`src/rtl/parking_lot_controller.sv`:
```
// N-slot parking controller: self-generated time base, per-slot entry stamps, saturating exit fee.
// Latency 1: commands take effect at the sampling edge; outputs are visible the next cycle.
// No backpressure: enter/exit are single-cycle commands and bad ones are rejected with err/err_code.
// Optional PARK_GRACE_EN: exits with a duration of at most GRACE_TICKS are billed 0.
module parking_lot_controller #(
  parameter int NUM_SLOTS   = 4,
  parameter int SEL_W       = 2,
  parameter int TIME_W      = 10,
  parameter int COST_W      = 10,
  parameter int TICK_DIV    = 50000000,
  parameter int RATE        = 1,
  parameter int MIN_FEE     = 1,
  parameter int GRACE_TICKS = 2
) (
  input  logic                 clk,
  input  logic                 reset,
  input  logic                 car_enter,
  input  logic                 car_exit,
  input  logic [SEL_W-1:0]     slot_sel,
  output logic [NUM_SLOTS-1:0] occupied,
  output logic [SEL_W:0]       free_count,
  output logic                 lot_full,
  output logic [TIME_W-1:0]    timer_count,
  output logic                 bill_valid,
  output logic [SEL_W-1:0]     bill_slot,
  output logic [COST_W-1:0]    bill_cost,
  output logic                 err,
  output logic [1:0]           err_code
);

  localparam int PRE_W = (TICK_DIV > 1) ? $clog2(TICK_DIV) : 1;
  // Fee arithmetic is done at full width so dur*RATE never truncates before saturation.
  localparam int RAW_W = TIME_W + 32;
  localparam int CNT_W = SEL_W + 1;
  localparam logic [RAW_W-1:0] COST_MAX = RAW_W'({COST_W{1'b1}});

`ifdef PARK_GRACE_EN
  localparam bit GRACE_EN = 1'b1;
`else
  localparam bit GRACE_EN = 1'b0;
`endif

  logic [PRE_W-1:0]     prescaler_q,   prescaler_d;
  logic [TIME_W-1:0]    timer_count_q, timer_count_d;
  logic [NUM_SLOTS-1:0] occupied_q,    occupied_d;
  logic [TIME_W-1:0]    entry_time_q [NUM_SLOTS];
  logic [TIME_W-1:0]    entry_time_d [NUM_SLOTS];
  logic [CNT_W-1:0]     free_count_q,  free_count_d;
  logic                 lot_full_q,    lot_full_d;
  logic                 bill_valid_q,  bill_valid_d;
  logic [SEL_W-1:0]     bill_slot_q,   bill_slot_d;
  logic [COST_W-1:0]    bill_cost_q,   bill_cost_d;
  logic                 err_q,         err_d;
  logic [1:0]           err_code_q,    err_code_d;

  logic                 tick;
  logic                 slot_in_range;
  logic                 slot_occ;
  logic [TIME_W-1:0]    sel_entry;
  logic [TIME_W-1:0]    dur;
  logic [RAW_W-1:0]     raw;
  logic [RAW_W-1:0]     raw_min;
  logic [COST_W-1:0]    fee;

  // Time base: prescaler rolls over every TICK_DIV cycles and advances the wrapping timer.
  always_comb begin
    tick          = (prescaler_q == PRE_W'(TICK_DIV - 1));
    prescaler_d   = tick ? '0 : prescaler_q + 1'b1;
    timer_count_d = timer_count_q + TIME_W'(tick);
  end

  // Decode the selected slot without indexing past NUM_SLOTS when slot_sel is out of range.
  always_comb begin
    slot_in_range = 1'b0;
    slot_occ      = 1'b0;
    sel_entry     = '0;
    for (int i = 0; i < NUM_SLOTS; i++) begin
      if (slot_sel == SEL_W'(i)) begin
        slot_in_range = 1'b1;
        slot_occ      = occupied_q[i];
        sel_entry     = entry_time_q[i];
      end
    end
  end

  // Fee: modular duration times rate, floored at MIN_FEE, capped at the bill_cost range.
  always_comb begin
    dur     = timer_count_q - sel_entry;
    raw     = RAW_W'(dur) * RAW_W'(RATE);
    raw_min = (raw < RAW_W'(MIN_FEE)) ? RAW_W'(MIN_FEE) : raw;
    fee     = (raw_min > COST_MAX) ? COST_MAX[COST_W-1:0] : raw_min[COST_W-1:0];
    if (GRACE_EN && (RAW_W'(dur) <= RAW_W'(GRACE_TICKS))) begin
      fee = '0;
    end
  end

  // Command handling: range/conflict check first, then occupancy check, then update state.
  always_comb begin
    occupied_d   = occupied_q;
    entry_time_d = entry_time_q;
    free_count_d = free_count_q;
    bill_valid_d = 1'b0;
    bill_slot_d  = bill_slot_q;
    bill_cost_d  = bill_cost_q;
    err_d        = 1'b0;
    err_code_d   = err_code_q;

    if ((car_enter && car_exit) || ((car_enter || car_exit) && !slot_in_range)) begin
      err_d      = 1'b1;
      err_code_d = 2'd3;
    end else if (car_enter) begin
      if (slot_occ || lot_full_q) begin
        err_d      = 1'b1;
        err_code_d = 2'd1;
      end else begin
        for (int i = 0; i < NUM_SLOTS; i++) begin
          if (slot_sel == SEL_W'(i)) begin
            occupied_d[i]   = 1'b1;
            entry_time_d[i] = timer_count_q;
          end
        end
        free_count_d = free_count_q - 1'b1;
      end
    end else if (car_exit) begin
      if (!slot_occ) begin
        err_d      = 1'b1;
        err_code_d = 2'd2;
      end else begin
        for (int i = 0; i < NUM_SLOTS; i++) begin
          if (slot_sel == SEL_W'(i)) begin
            occupied_d[i] = 1'b0;
          end
        end
        free_count_d = free_count_q + 1'b1;
        bill_valid_d = 1'b1;
        bill_slot_d  = slot_sel;
        bill_cost_d  = fee;
      end
    end

    lot_full_d = (free_count_d == '0);
  end

  // State registers with synchronous active-low reset; reset discards all parked cars.
  always_ff @(posedge clk) begin
    if (!reset) begin
      prescaler_q   <= '0;
      timer_count_q <= '0;
      occupied_q    <= '0;
      for (int i = 0; i < NUM_SLOTS; i++) begin
        entry_time_q[i] <= '0;
      end
      free_count_q  <= CNT_W'(NUM_SLOTS);
      lot_full_q    <= 1'b0;
      bill_valid_q  <= 1'b0;
      bill_slot_q   <= '0;
      bill_cost_q   <= '0;
      err_q         <= 1'b0;
      err_code_q    <= '0;
    end else begin
      prescaler_q   <= prescaler_d;
      timer_count_q <= timer_count_d;
      occupied_q    <= occupied_d;
      for (int i = 0; i < NUM_SLOTS; i++) begin
        entry_time_q[i] <= entry_time_d[i];
      end
      free_count_q  <= free_count_d;
      lot_full_q    <= lot_full_d;
      bill_valid_q  <= bill_valid_d;
      bill_slot_q   <= bill_slot_d;
      bill_cost_q   <= bill_cost_d;
      err_q         <= err_d;
      err_code_q    <= err_code_d;
    end
  end

  assign occupied    = occupied_q;
  assign free_count  = free_count_q;
  assign lot_full    = lot_full_q;
  assign timer_count = timer_count_q;
  assign bill_valid  = bill_valid_q;
  assign bill_slot   = bill_slot_q;
  assign bill_cost   = bill_cost_q;
  assign err         = err_q;
  assign err_code    = err_code_q;

endmodule

```
`config.mk`:
```
export PLATFORM = sky130hd
export DESIGN_NAME = parking_lot_controller
export DESIGN_NICKNAME = d
export VERILOG_FILES = /design/src/rtl/parking_lot_controller.sv
export SDC_FILE = /design/constraint.sdc
export NUM_CORES = 1
export LEC_CHECK = 0
export CAP_MARGIN = 20
export CORE_ASPECT_RATIO = 1.1
export CORE_MARGIN = 1.5
export CORE_UTILIZATION = 45
export DETAILED_ROUTE_END_ITERATION = 12
export PLACE_DENSITY = 0.67
export SYNTH_ARGS = -nofsm -noshare
export SYNTH_HDL_FRONTEND = slang
export SYNTH_SLANG_ARGS = --single-unit
```
`constraint.sdc`:
```
create_clock -name clk -period 4.3 [get_ports clk]
set_input_delay 0.86 -clock clk [delete_from_list [all_inputs] [get_ports clk]]
set_output_delay 0.86 -clock clk [all_outputs]
set_load 0.02 [all_outputs]
```
### Yosys cells after proc, flatten, opt, wreduce, memory -nomap -nowiden

Index checks and enable logic that the tools add are counted.

* order comparisons: 2
* multiply operators: 0
* shift-type cells: 0
* add/subtract/negate cells: 5
* bitwise gates (word level): 5
* mux-type cells: 42
* reductions and logical operators: 23
* divide/modulo/power cells: 0
* equal/unequal tests: 7

Operator list (number)
* $mux W10: 6
* $add A26 B1 Y26 const B: 1
* $eq A26 B26 Y1 const B: 1
* $mux W1: 22
* $reduce_and A4 Y1: 5
* $reduce_and A5 Y1: 4
* $mux W4: 4
* $mux W3: 5
* $add A10 B1 Y10: 1
* $gt A10 B10 Y1 const B: 1
* $lt A10 B1 Y1 const B: 1
* $mux W2: 5
* $sub A10 B10 Y10: 1
* $not A1 Y1: 5
* $eq A2 B2 Y1 const B: 2
* $reduce_bool A2 Y1: 2
* $reduce_or A4 Y1: 1
* $add A3 B1 Y3 const B: 1
* $logic_not A3 Y1: 1
* $logic_or A1 B1 Y1: 3
* $ne A3 B1 Y1 const B: 1
* $ne A3 B2 Y1 const B: 1
* $reduce_and A3 Y1: 1
* $reduce_bool A3 Y1: 1
* 7 further kinds: 8

* bits in latches: 0
* input bits: 6
* word-level logic and storage cells: 101
* memory bits (read-only): 0
* bits in writable memories: 0
* output and inout port bits: 34
* memories: 0
* register bits after elaboration: 100

### Longest topological paths before layout

Gate-level depths: netlist (run 1).

* depth after elaboration: 10
* mapped depth: 12
* depth with buffers taken out: 10

### Worst setup path before layout (run 1)

Ideal clock, no wire load.

* path type: input-to-reg
* start point: input slot_sel[1]
* end point: register bill_cost_q[8] (netlist: bill_cost[8])
* setup slack: 890 ps
* data required time: 4185 ps
* stages: 12
* buffers on the path: 2
* setup time: 115 ps
* arrival time: 3295 ps
* cells stage by stage: buf_6 -> clkbuf_1 -> mux4_2 -> ha_1 -> inv_1 -> fa_1 -> a211oi_1 -> o21ai_0 -> a31oi_1 -> xor2_1 -> o21ai_0 -> and2_1

* longest elaborated chain between the ends: 10
* elaborated cells on any way between the ends: 26
* those cells by class: add/sub (1); order compare (2); eq/ne (3); mux (14); bitwise (1); reduce/logical (5)

RTL lines
* from (decl): RTL line 19 `input logic [SEL_W-1:0] slot_sel,`
* $logic_not A2 Y1: RTL line 78 `if (slot_sel == SEL_W'(i)) begin`
* $mux W10 / $mux W1 (equally long branches) (4 in a row): RTL line 78
* $sub A10 B10 Y10 / $logic_not A1 Y1 (equally long branches): RTL line 88, 108
* $lt A10 B1 Y1 / $logic_and A1 B1 Y1 (equally long branches): RTL line 90, 108
* $mux W10 / $logic_or A1 B1 Y1 (equally long branches): RTL line 90, 108
* $gt A10 B10 Y1 / $not A1 Y1 (equally long branches)
* $mux W10 / $reduce_and A4 Y1 (equally long branches)
* to (signal assigned): RTL line 171 `bill_cost_q <= bill_cost_d;`
* to (decl): RTL line 52 `logic [COST_W-1:0] bill_cost_q, bill_cost_d;`

Several ways; a longest one is shown, not always the timed one.
A chain may end at the register's enable or synchronous reset.

### Worst setup path after layout (run 1)

* start point: input slot_sel[1]
* end point: register entry_time_q[37] (netlist bit)

* longest elaborated chain between the ends: 10
* elaborated cells on any way between the ends: 19
* those cells by class: eq/ne (3); mux (8); bitwise (2); reduce/logical (6)

RTL lines
* $logic_not A2 Y1: RTL line 78, 117
* $mux W1 (4 in a row): RTL line 78
* $logic_not A1 Y1: RTL line 108 `if ((car_enter && car_exit) || ((car_enter || car_exit) && !slot_in_range)) begin`
* $logic_and A1 B1 Y1: RTL line 108
* $logic_or A1 B1 Y1: RTL line 108
* $not A1 Y1 (no source line)
* $reduce_and A4 Y1 (no source line) (*)
* to (signal, indexed assignment): RTL line 165 `entry_time_q[i] <= entry_time_d[i];`
* to (decl): RTL line 46 `logic [TIME_W-1:0] entry_time_q [NUM_SLOTS];`

Every way passes the cells marked *; elsewhere a longest branch is shown, timed or not.

==> summary by stage, run 1 <==
Run status
The flow ran to the end, and the final reports show no timing, DRC or antenna violations.

Finish
The utilization after layout is 0.540. Leaving out filler cells and counting taps, the final layout contains 677. The number of nets in the layout is 550. The antenna diode count is 0. The final-layout fill cell count is 954. Leaving out fill and tap cells, the most frequent cells in the layout are sky130_fd_sc_hd__dfxtp_1, sky130_fd_sc_hd__nor2b_1, sky130_fd_sc_hd__mux2i_1. The area of combinational cells with multiple inputs is 0.00257 sq mm. The area of all placed cells without fillers is 0.00558 sq mm. The commonest non-fill, non-tap cell in the layout is sky130_fd_sc_hd__dfxtp_1.

The share of post-route cells with drive strength above 1 is 0.0824. Registers take 0.00200 sq mm. The area growth from synthesis to layout is 16.9%.

Place
The number of placed instances, taps included, is 661. Summing all placed instances gives a cell area of 0.00529 sq mm. Once detailed placement completed, the half-perimeter wirelength came to 6580 um. The number of buffers added on ports is 39. The weighted congestion reported at the end of routability-driven placement is 0.798.

Pwr
The worst-case vdd ir drop is 0.202 mV. The total design power is 1860 uW. In this run the power spent charging and discharging nets is 434 uW. Of the total power, the share spent switching nets is 0.234. The cell leakage power is 0.00212 uW. The ratio of total power to cell area is 333 mW/mm^2. The share of total power dissipated in combinational logic is 0.063.

The internal power of the cells totals 1420 uW. The sequential share of power is 0.510. The share of total power dissipated in the clock network is 0.427.

Clock tree
The depth of the CTS H-tree is 3. The TritonCTS clock tree is done. Post-CTS timing repair inserted 0 buffers for setup.

The clock drives 100 sinks. After clock tree synthesis, the clock-pin slew on the worst setup and hold paths is 0.07 ns. The clock latency reported for the late side of the worst-skew pair is 0.35 ns. In this run, post-CTS hold repair placed 0 buffers. In this run the clock root is driven by a sky130_fd_sc_hd__clkbuf_16. The total clock buffers created by CTS is 9. Once the clock tree was built, the resizer swapped 0 gates to a different size.

The longest clock path from root to sink contains 2 buffers.

Timing
The transition time at the pin with the least slew margin is 0.933 ns. The final critical-path required period is 3.46 ns. The headroom to the max-slew limit is 0.378. The final number of hold-violating endpoints came to 0. The final max-slew violation count is 0.

Setup repair after global routing left no endpoint under its margin. The setup clock skew after layout is 0.00945 ns. Static timing analysis puts the maximum clock frequency at 0.289 GHz.

In the finished design, the share of the clock period the worst path needs comes to 0.806. The setup TNS is 0 ns. Setup violations remaining at the end of the flow were counted as 0.

Worst setup path
The depth of the worst register-to-register path is 5. STA classifies the critical path startpoint as an input port. The worst-path maximum fanout is 12.

By startpoint and endpoint, the worst setup path is classified as in2reg. The element type at the critical path end is a flop. In this run the register-to-register setup slack is 1.73 ns. For the worst setup path, the data required time is 4.54 ns.

In this run the worst setup path terminates at entry_time_q[37]. In this run the critical register-to-register path is captured at entry_time_q[37]. The startpoint of the most critical setup path is slot_sel[1]. For the worst setup path, the data arrival time is 3.70 ns. The startpoint of the worst-slack reg-to-reg timing path is occupied[1].

Global route
The global router's overall resource usage is 0.180. The via count of the first global-routing pass was 3311. The first-pass GRT wire length is 15900 um. The number of antenna violations at the first check in global routing is 0. The overflow left after global routing is 0. Entering global routing, the biggest net connects 74 pins.

Route
The final routed wire length divided by cell count is 14.0 um. The number of nets still failing antenna checks after routing is 0. The number of vias after detailed routing is 3426. After detailed routing, the number of remaining DRC violations is 0. In the routed layout, each cell is associated on average with a via count of 5.06. The sum of routed wire length over all layers is 9460 um.

The pre-antenna-repair detailed-routing pass consisted of 4 iterations. The count of routing violations after the opening detailed-route iteration is 80.

Synthesis
Yosys attributes the largest share of cell area to sky130_fd_sc_hd__dfxtp_1, sky130_fd_sc_hd__mux2i_1, sky130_fd_sc_hd__nor2b_1, sky130_fd_sc_hd__mux4_2, sky130_fd_sc_hd__xor2_1. The synthesized design contains 0 enable-type register cells. The count of distinct cell types in the synthesized netlist is 49. The synthesized net count is 518. The post-synthesis sequential element count is 100. In this run the mean area of a mapped cell was 9.61 sq um. The top flip-flop cell by instance count after synthesis is sky130_fd_sc_hd__dfxtp_1.

Synthesis produced 497 cells. The summed instance area of the synthesized netlist is 0.00478 sq mm. Of all flip-flops after synthesis, the portion carrying an async set or reset was 0. Summed over all instances, the cell type with the most area after synthesis is sky130_fd_sc_hd__dfxtp_1.

The yosys synthesis warning count is 0. The share of the synthesized area in the top cell type is 0.419. Of the synthesized area, sequential elements account for 0.419.

Floorplanning
The number of cell rows is 39. The initial utilization of the core area, before any placement, comes to 0.462. The die is 101 um wide. The area of the die is 0.0112 sq mm. The floorplan step set the die height to 111 um. The boundary pin count is 40. The floorplan step defined a core boundary enclosing 0.0103 sq mm.

Hold path
The min-delay analysis places its worst path in the category reg2reg.

Job
The max-capacitance violation count is 0.
-- Yosys cell counts, drive strengths merged (3+ instances only) --
| master | n |
|---|---|
| dfxtp | 100 |
| nor2b | 46 |
| mux2i | 40 |
| nor2 | 36 |
| nand2 | 29 |
| xor2 | 24 |
| inv | 23 |
| and2 | 22 |
| clkbuf | 20 |
| nand3 | 18 |
| xnor2 | 17 |
| a21oi | 14 |
| ha | 14 |
| mux4 | 11 |
| o21ai | 11 |
| buf | 7 |
| nand4 | 7 |
| nor3 | 7 |
| o21a | 7 |
| and3 | 6 |
| a21boi | 4 |
| and4 | 4 |
| a21o | 3 |
-- flip-flops by register name (all words and copies together), names as in the netlist --
signal        flops
lot_full          1
bill_slot         2
timer_count      10
prescaler_q      26
entry_time_q     40
occupied          4
bill_cost        10
err_code          2
bill_valid        1
free_count        3
err               1
-- worst min path at each step --
stage	depth (start not counted)	from	end
2_1_floorplan	1	prescaler_q[0]	prescaler_q[0]
3_3_place_gp	1	prescaler_q[0]	prescaler_q[0]
3_5_place_dp	1	prescaler_q[0]	prescaler_q[0]
4_1_cts	1	prescaler_q[0]	prescaler_q[0]
5_1_grt	2	bill_cost[1]	bill_cost[1]
6_report	1	prescaler_q[0]	prescaler_q[0]
-- layout make-up --
class	count	share of cell area
Timing Repair Buffer	48	0.0811
Clock buffer	11	0.0453
Sequential cell	100	0.359
Inverter	23	0.0155
Clock inverter	5	0.00784
Tap cell	143	0.0320
Multi-Input combinational cell	347	0.460
-- per-layer routing --
metal,vias up,wire length [um],GRT usage
li1,1754,-,-
met3,12,330,0.0473
met4,0,176,0.0722
met1,1610,4560,0.236
met5,-,0,0
met2,50,4400,0.280
-- power groups by stage --
stage / registers (uW) / clock network [uW] / logic, uW
after floorplan: 979 / 0 / 67.1
after global placement: 968 / 0 / 117
after detailed placement: 969 / 0 / 118
after CTS: 948 / 820 / 118
after global routing: 948 / 862 / 128
final: 947 / 794 / 117
-- cell families after synthesis --
logic type | after synthesis | synth area share
flops | 100 | 0.419
buf+inv | 50 | 0.0437
xor+xnor | 41 | 0.0751
simple gates | 185 | 0.208
mux | 52 | 0.138
compound gates | 54 | 0.0752
fa+ha+maj | 15 | 0.0408
-- worst max-delay path, stage by stage --
cell,delay [ns]
sky130_fd_sc_hd__clkdlybuf4s50_1,0.64
sky130_fd_sc_hd__mux4_2,0.67
sky130_fd_sc_hd__or3_4,0.43
sky130_fd_sc_hd__or4_1,0.75
sky130_fd_sc_hd__mux2i_1,0.27
sky130_fd_sc_hd__nor2b_1,0.07
-- through the flow --
step           worst slack (ns)  hold slack [ns]
2_1_floorplan             0.890            0.430
3_3_place_gp              0.503            0.449
3_5_place_dp              0.452            0.452
4_1_cts                   0.821            0.467
5_1_grt                   0.603            0.493
6_report                  0.836            0.462
Note: power is estimated with default switching activity, not from simulation.
==> run 2, diff against run 1 <==
==> constraint.sdc (replaced) <==
create_clock -name clk -period 3.5 [get_ports clk]
set_input_delay 0.7 -clock clk [delete_from_list [all_inputs] [get_ports clk]]
set_output_delay 0.7 -clock clk [all_outputs]
set_load 0.02 [all_outputs]
==> summary by stage, run 2 (synthesis gave the netlist of run 1 again) <==
Floorplanning
The width of the die is 101 um (unchanged). The starting density of the core is 0.462 (unchanged). The core region area is 0.0103 sq mm (unchanged). The boundary pin count is 40 (unchanged). The area of the die is 0.0112 sq mm (unchanged). The number of cell rows is 39 (unchanged).

The vertical die dimension came to 111 um (unchanged).

Route
The final routed wire length divided by cell count is 14.4 um (+2.7%). The number of remaining DRC errors was 0 (unchanged). The number of nets still failing antenna checks after routing is 0 (unchanged).

The count of routing violations after the opening detailed-route iteration came to 135 (+69%). The number of iterations in the first detailed-routing pass was 4 (unchanged). The sum of routed wire length over all layers is 9750 um (+3.0%). The number of vias after detailed routing is 3427 (+0.029%). The via count normalized by instance count was 5.05 (-0.27%).

Clock tree
The hold buffer count at CTS is 0 (unchanged). TritonCTS built the clock tree. The post-cts repair resize count was 0 (unchanged). The sink count of the clock tree came to 100 (unchanged).

The depth of the CTS H-tree is 3 (unchanged). The number of post-CTS setup repair buffers came to 0 (unchanged). The CTS root buffer is sky130_fd_sc_hd__clkbuf_16.

The number of buffers between clock root and the deepest sink came to 2 (unchanged). The clock transition at the register clock pins on the worst setup and hold paths after CTS is 0.07 ns (about the same). The clock latency reported for the late side of the worst-skew pair came to 0.34 ns (about the same). The total clock buffers created by CTS came to 9 (unchanged).

Pwr
The worst-case vdd ir drop is 0.282 mV (+40%). The ratio of total power to cell area came to 419 mW/mm^2 (+26%). The cell leakage power is 0.00215 uW (+1.3%).

Worst setup path
The worst-path maximum fanout is 17 (+5). The critical path goes through clkdlybuf4s50_1 -> buf_12 -> mux4_2 -> ha_1 -> inv_1 -> fa_1 -> a211oi_1 -> o21ai_0 -> a31oi_1 -> xor2_1 -> o211ai_1 -> o21ai_0. The depth of the worst register-to-register path is 10 (+5). The worst setup path is captured at a flop. Counting stages on the worst path, the most repeated cell is sky130_fd_sc_hd__o21ai_0. The critical path data arrival time is 3.54 ns (-0.16 ns). The startpoint of the most critical setup path is slot_sel[1].

The critical path required time is 3.77 ns (-0.77 ns). The highest-delay cell along the critical path is sky130_fd_sc_hd__clkdlybuf4s50_1. The critical path launch point type is an input port. The delay contributed by the slowest stage of the critical path is 0.45 ns (-0.30 ns).

The startpoint identified for the worst register-to-register timing path is entry_time_q[30]. The setup path with the least slack is of type in2reg. The slack of the worst reg-to-reg path is 0.98 ns (-0.75 ns). The most critical setup path has its endpoint at bill_cost[0]. The end of the worst register-to-register path is bill_cost[0].

Run status
The flow ran to the end, and the final reports show no timing, DRC or antenna violations.

Timing
The setup clock skew after layout is 0.00616 ns (-0.00328 ns). The worst-case setup margin in the final layout was 0.224 ns (-0.612 ns). Setup repair after global routing left no endpoint under its margin. The headroom to the max-slew limit is 0.398 (+0.0203). The post-route fraction of the period consumed by the critical path is 0.936. The peak clock frequency supported by timing is 0.305 GHz. The final max-slew violation count is 0 (unchanged). The final critical-path required period is 3.28 ns. The transition time at the pin with the least slew margin is 0.903 ns (-0.0305 ns). The final number of hold-violating endpoints was 0 (unchanged). The final setup violation count is 0 (unchanged).

Global route
The maximum number of pins on one net before global-route repair is 51 (-31%). The overflow left after global routing is 0 (unchanged). The global router's overall resource usage is 0.190 (+0.0100). The via count of the first global-routing pass is 3475 (+5.0%). The number of antenna violations at the first check in global routing came to 0 (unchanged).

The first-pass GRT wire length was 16900 um (+6.4%).

Finish
The area of all placed cells without fillers came to 0.00566 sq mm (+1.3%). The flip-flop count of the largest register after layout came to 40 (unchanged). The share of post-route cells with drive strength above 1 is 0.0840 (+0.00156). The largest registers in the layout are entry_time_q (40), prescaler_q (26). The library cells used most frequently in the layout, excluding fill and tap cells, are sky130_fd_sc_hd__dfxtp_1, sky130_fd_sc_hd__nor2b_1, sky130_fd_sc_hd__mux2i_1.

The final-layout fill cell count is 962 (+0.84%). The commonest non-fill, non-tap cell in the layout is sky130_fd_sc_hd__dfxtp_1. The number of nets in the layout is 552 (+0.36%). More flip-flops sit in one register than any other, and that register is entry_time_q. The antenna diode count is 0 (unchanged). Compared with the post-synthesis result, the final layout area differs by 18.4%.

Place
The number of buffers added on ports is 39 (unchanged). The estimated wirelength of the detail-placed design came to 6820 um (+3.6%). The weighted congestion reported at the end of routability-driven placement is 0.936 (+17%). The cell area after placement came to 0.00534 sq mm (+0.99%). The worst-case setup slack after placement was -0.0577 ns (-0.509 ns).

Hold path
In this run the most critical hold path is launched from bill_slot[1]. The path class of the tightest hold or removal check is reg2reg.

Job
The max-capacitance violation count is 0 (unchanged).
## run 2: area by class of cell
type                       instances  area (sq um)  share of cell area
multi-input combinational        347          2570               0.454
inverter                          23          86.3              0.0153
clock buffer                      10           229              0.0405
tap                              143           179              0.0316
timing repair buffer              50           505              0.0893
clock inverter                     6          88.8              0.0157
sequential                       100          2000               0.354
## run 2: power breakdown
group	internal [uW]	leakage [uW]	total [uW]	switching (uW)
Sequential	1150	0.000808	1160	11.7
Combinational	70.7	0.00119	149	78.8
Clock	627	0.000149	1060	429
## run 2: layer usage
| layer | wire, um | global-route usage |
|---|---|---|
| met4 | 155 | 0.0759 |
| met3 | 237 | 0.0303 |
| met2 | 4760 | 0.313 |
| met5 | 0 | 0 |
| met1 | 4590 | 0.246 |
## run 2: how the worst min path moves through the flow
stage / to / slack [ns] / depth (start not counted)
after global placement: prescaler_q[0] / 0.45 / 1
after floorplan: prescaler_q[0] / 0.43 / 1
after CTS: bill_slot[1] / 0.47 / 2
after detailed placement: bill_slot[1] / 0.46 / 2
after global routing: bill_slot[1] / 0.50 / 2
final: bill_slot[1] / 0.46 / 2
## run 2: stage by stage
| stage | instances | utilization | hold WS (ns) | total power [uW] | setup TNS, ns |
|---|---|---|---|---|---|
| 2_1_floorplan | 497 | - | 0.430 | 1290 | 0 |
| 3_3_place_gp | 663 | 0.516 | 0.447 | 1340 | 0 |
| 3_5_place_dp | 663 | 0.516 | 0.459 | 1340 | -0.111 |
| 4_1_cts | 679 | 0.547 | 0.469 | 2400 | 0 |
| 5_1_grt | 679 | 0.547 | 0.496 | 2460 | 0 |
| 6_report | 679 | 0.547 | 0.464 | 2370 | 0 |
## run 2: worst max-delay path: cells and delay by family
family	cells	cell delay, ns
compound gates	5	1.01
mux	1	0.34
fa+ha+maj	2	0.58
buf+inv	3	0.68
xor+xnor	1	0.21
==> run 3, diff against run 2 <==
--- a/config.mk
+++ b/config.mk
@@ -9,8 +9,9 @@
 export CORE_ASPECT_RATIO = 1.1
 export CORE_MARGIN = 1.5
 export CORE_UTILIZATION = 45
+export CTS_BUF_LIST = sky130_fd_sc_hd__clkbuf_16
 export DETAILED_ROUTE_END_ITERATION = 12
-export PLACE_DENSITY = 0.67
+export PLACE_DENSITY = 0.65
 export SYNTH_ARGS = -nofsm -noshare
 export SYNTH_HDL_FRONTEND = slang
 export SYNTH_SLANG_ARGS = --single-unit
==> constraint.sdc (replaced) <==
create_clock -name clk -period 3.1 [get_ports clk]
set_input_delay 0.62 -clock clk [delete_from_list [all_inputs] [get_ports clk]]
set_output_delay 0.62 -clock clk [all_outputs]
set_load 0.02 [all_outputs]
==> summary by stage, run 3 (synthesis gave the netlist of run 1 again) <==
Run status
The flow ran to the end, and the final reports show no timing, DRC or antenna violations.

Worst setup path
The highest-delay cell along the critical path is sky130_fd_sc_hd__clkdlybuf4s50_1. The critical path required time came to 3.39 ns (-0.38 ns). The startpoint identified for the worst register-to-register timing path is prescaler_q[0]. The worst setup path is of the in2reg kind.

The worst setup path is launched from an input port. The depth of the worst register-to-register path is 9 (-1). The worst-path maximum fanout is 7 (-10).

The end of the worst register-to-register path is timer_count[9]. STA classifies the critical path endpoint as a flop. The delay contributed by the slowest stage of the critical path came to 0.51 ns (+0.06 ns). The slack of the worst reg-to-reg path is 0.66 ns (-0.32 ns). The most prevalent standard cell on the critical path is sky130_fd_sc_hd__buf_12.

The critical path data arrival time is 3.25 ns (-0.29 ns). The signal on the critical path passes through clkdlybuf4s50_1 -> buf_12 -> buf_12 -> mux4_2 -> inv_1 -> ha_1 -> a21o_1 -> a21oi_2 -> nand4_1 -> and3_1 -> o31ai_1 -> and2_1.

Pwr
The switching share of power is 0.222 (+0.00300). The ratio of total power to cell area came to 456 mW/mm^2 (+8.8%). The part of the total power dissipated in the clock network is 0.445 (about the same). The cell leakage power is 0.00231 uW (+7.5%).

The sequential share of power is 0.488 (-0.003). The power spent charging and discharging nets came to 599 uW (+15%). The worst-case vdd ir drop is 0.345 mV (+23%).

The combinational fraction of design power is 0.067 (+0.004). The cell-internal power was 2100 uW (+13%).

Global route
The global router's overall resource usage is 0.193 (+0.00343). The overflow left after global routing came to 0 (unchanged). The number of antenna violations at the first check in global routing is 0 (unchanged). The first-pass GRT wire length is 17300 um (+2.7%). The via count of the first global-routing pass is 3758 (+8.1%). The maximum number of pins on one net before global-route repair is 27 (-47%).

Timing
The worst-case setup margin in the final layout was 0.140 ns (-0.0846 ns). The smallest clock period supported by the final layout is computed as 2.96 ns. The final max-slew violation count is 0 (unchanged). The peak clock frequency supported by timing is 0.338 GHz. The post-route fraction of the period consumed by the critical path is 0.955. The final setup violation count was 0 (unchanged). The setup clock skew after layout was 0.00544 ns (-0.000722 ns).

The headroom to the max-slew limit is 0.727 (+0.328). The worst hold slack came to 0.465 ns (+0.000906 ns). The transition time at the pin with the least slew margin is 0.407 ns (-0.496 ns).

The final number of hold-violating endpoints came to 0 (unchanged).

Hold path
The path class of the tightest hold or removal check is reg2reg. The worst hold path depth is 2 (unchanged). The hold-critical path endpoint is bill_slot[1]. The hold path startpoint is bill_slot[1].

Finish
The library cells used most frequently in the layout, excluding fill and tap cells, are sky130_fd_sc_hd__dfxtp_1, sky130_fd_sc_hd__nor2b_1, sky130_fd_sc_hd__mux2i_1. The number of standard cells in the layout, taps in and fillers out came to 707 (+4.1%). The antenna diode count is 0 (unchanged). The register with the most flip-flops in the final layout is entry_time_q. The utilization after layout was 0.572 (+0.0248).

The area of all placed cells without fillers is 0.00591 sq mm (+4.5%). The growth of design area from synthesis to finish is 23.8%. The flip-flop count of the largest register after layout came to 40 (unchanged). The largest registers in the layout are entry_time_q (40), prescaler_q (26). The number of nets in the layout is 581 (+5.3%).

The commonest non-fill, non-tap cell in the layout is sky130_fd_sc_hd__dfxtp_1. The share of post-route cells with drive strength above 1 was 0.138 (+0.0543).

Route
The sum of routed wire length over all layers is 10100 um (+3.4%). The final routed wire length divided by cell count is 14.3 um (-0.68%). The number of vias after detailed routing is 3584 (+4.6%). The number of nets still failing antenna checks after routing is 0 (unchanged). The count of routing violations after the opening detailed-route iteration is 128 (-5.2%). The via count normalized by instance count is 5.07 (+0.44%). The number of iterations in the first detailed-routing pass came to 4 (unchanged). The number of remaining DRC errors came to 0 (unchanged).

Clock tree
The number of buffers between clock root and the deepest sink is 2 (unchanged). The tree is rooted in a sky130_fd_sc_hd__clkbuf_16. The clock latency reported for the late side of the worst-skew pair is 0.34 ns (about the same). The sink count of the clock tree was 100 (unchanged). The total clock buffers created by CTS is 9 (unchanged). The clock transition at the register clock pins on the worst setup and hold paths after CTS is 0.07 ns (about the same). The number of post-CTS setup repair buffers was 0 (unchanged).

The depth of the CTS H-tree was 3 (unchanged). The TritonCTS clock tree is done.

Job
The max-capacitance violation count is 0 (unchanged).

Floorplanning
The starting density of the core is 0.462 (unchanged). The number of cell rows is 39 (unchanged). The width of the die is 101 um (unchanged). The core region area is 0.0103 sq mm (unchanged). The vertical die dimension is 111 um (unchanged).

The area of the die is 0.0112 sq mm (unchanged). The boundary pin count is 40 (unchanged).

Place
The estimated wirelength of the detail-placed design came to 7240 um (+6.1%). The cell area after placement came to 0.00558 sq mm (+4.5%). The number of cells after detailed placement was 692 (+4.4%). The number of buffers added on ports is 39 (unchanged). The weighted congestion reported at the end of routability-driven placement is 0.954 (+2.0%). The worst-case setup slack after placement is -0.280 ns (-0.223 ns).
-- run 3: worst max path at each step --
stage               slack (ns)           end  cells after the start   startpoint
finish                    0.14  bill_cost[9]                     12  slot_sel[1]
global route             -0.06  bill_cost[0]                     12  slot_sel[1]
CTS                       0.09  bill_cost[8]                     12  slot_sel[1]
detailed placement       -0.28  bill_cost[8]                     12  slot_sel[1]
global placement         -0.24  bill_cost[8]                     12  slot_sel[1]
floorplan                 0.04  bill_cost[8]                     12  slot_sel[0]
-- run 3: layout make-up --
cell class | instances | area (sq um)
clock buffer | 9 | 225
clock inverter | 6 | 88.8
fill | 948 | 4430
inverter | 23 | 86.3
multi-input combinational | 347 | 2580
sequential | 100 | 2000
tap | 143 | 179
timing repair buffer | 79 | 748
-- run 3: worst max-delay path: cells and delay by family --
family | cells | cell delay (ns)
simple gates | 3 | 0.46
mux | 1 | 0.48
fa+ha+maj | 1 | 0.25
buf+inv | 4 | 0.84
compound gates | 3 | 0.58
-- run 3: per-stage QoR --
step / TNS (ns) / power (uW)
global placement: -2.36 / 1520
finish: 0 / 2690
CTS: 0 / 2720
detailed placement: -3.33 / 1530
global route: -0.0626 / 2790
floorplan: 0 / 1450
-- run 3: routing by layer --
metal  track usage  wire length (um)
met1         0.244              4650
met5             0                 0
met2         0.325              4960
met4        0.0787               176
met3        0.0303               297
-- run 3: timing repair --
item	in CTS	in global routing
resized for setup	0	8
endpoints found under the setup margin	0	4
hold buffers	0	0
-- run 3: power by group through the flow --
| stage | clock network [uW] | logic (uW) | registers [uW] |
|---|---|---|---|
| 2_1_floorplan | 0 | 93.3 | 1360 |
| 3_3_place_gp | 0 | 179 | 1340 |
| 3_5_place_dp | 0 | 182 | 1340 |
| 4_1_cts | 1230 | 183 | 1310 |
| 5_1_grt | 1270 | 199 | 1320 |
| 6_report | 1200 | 180 | 1310 |
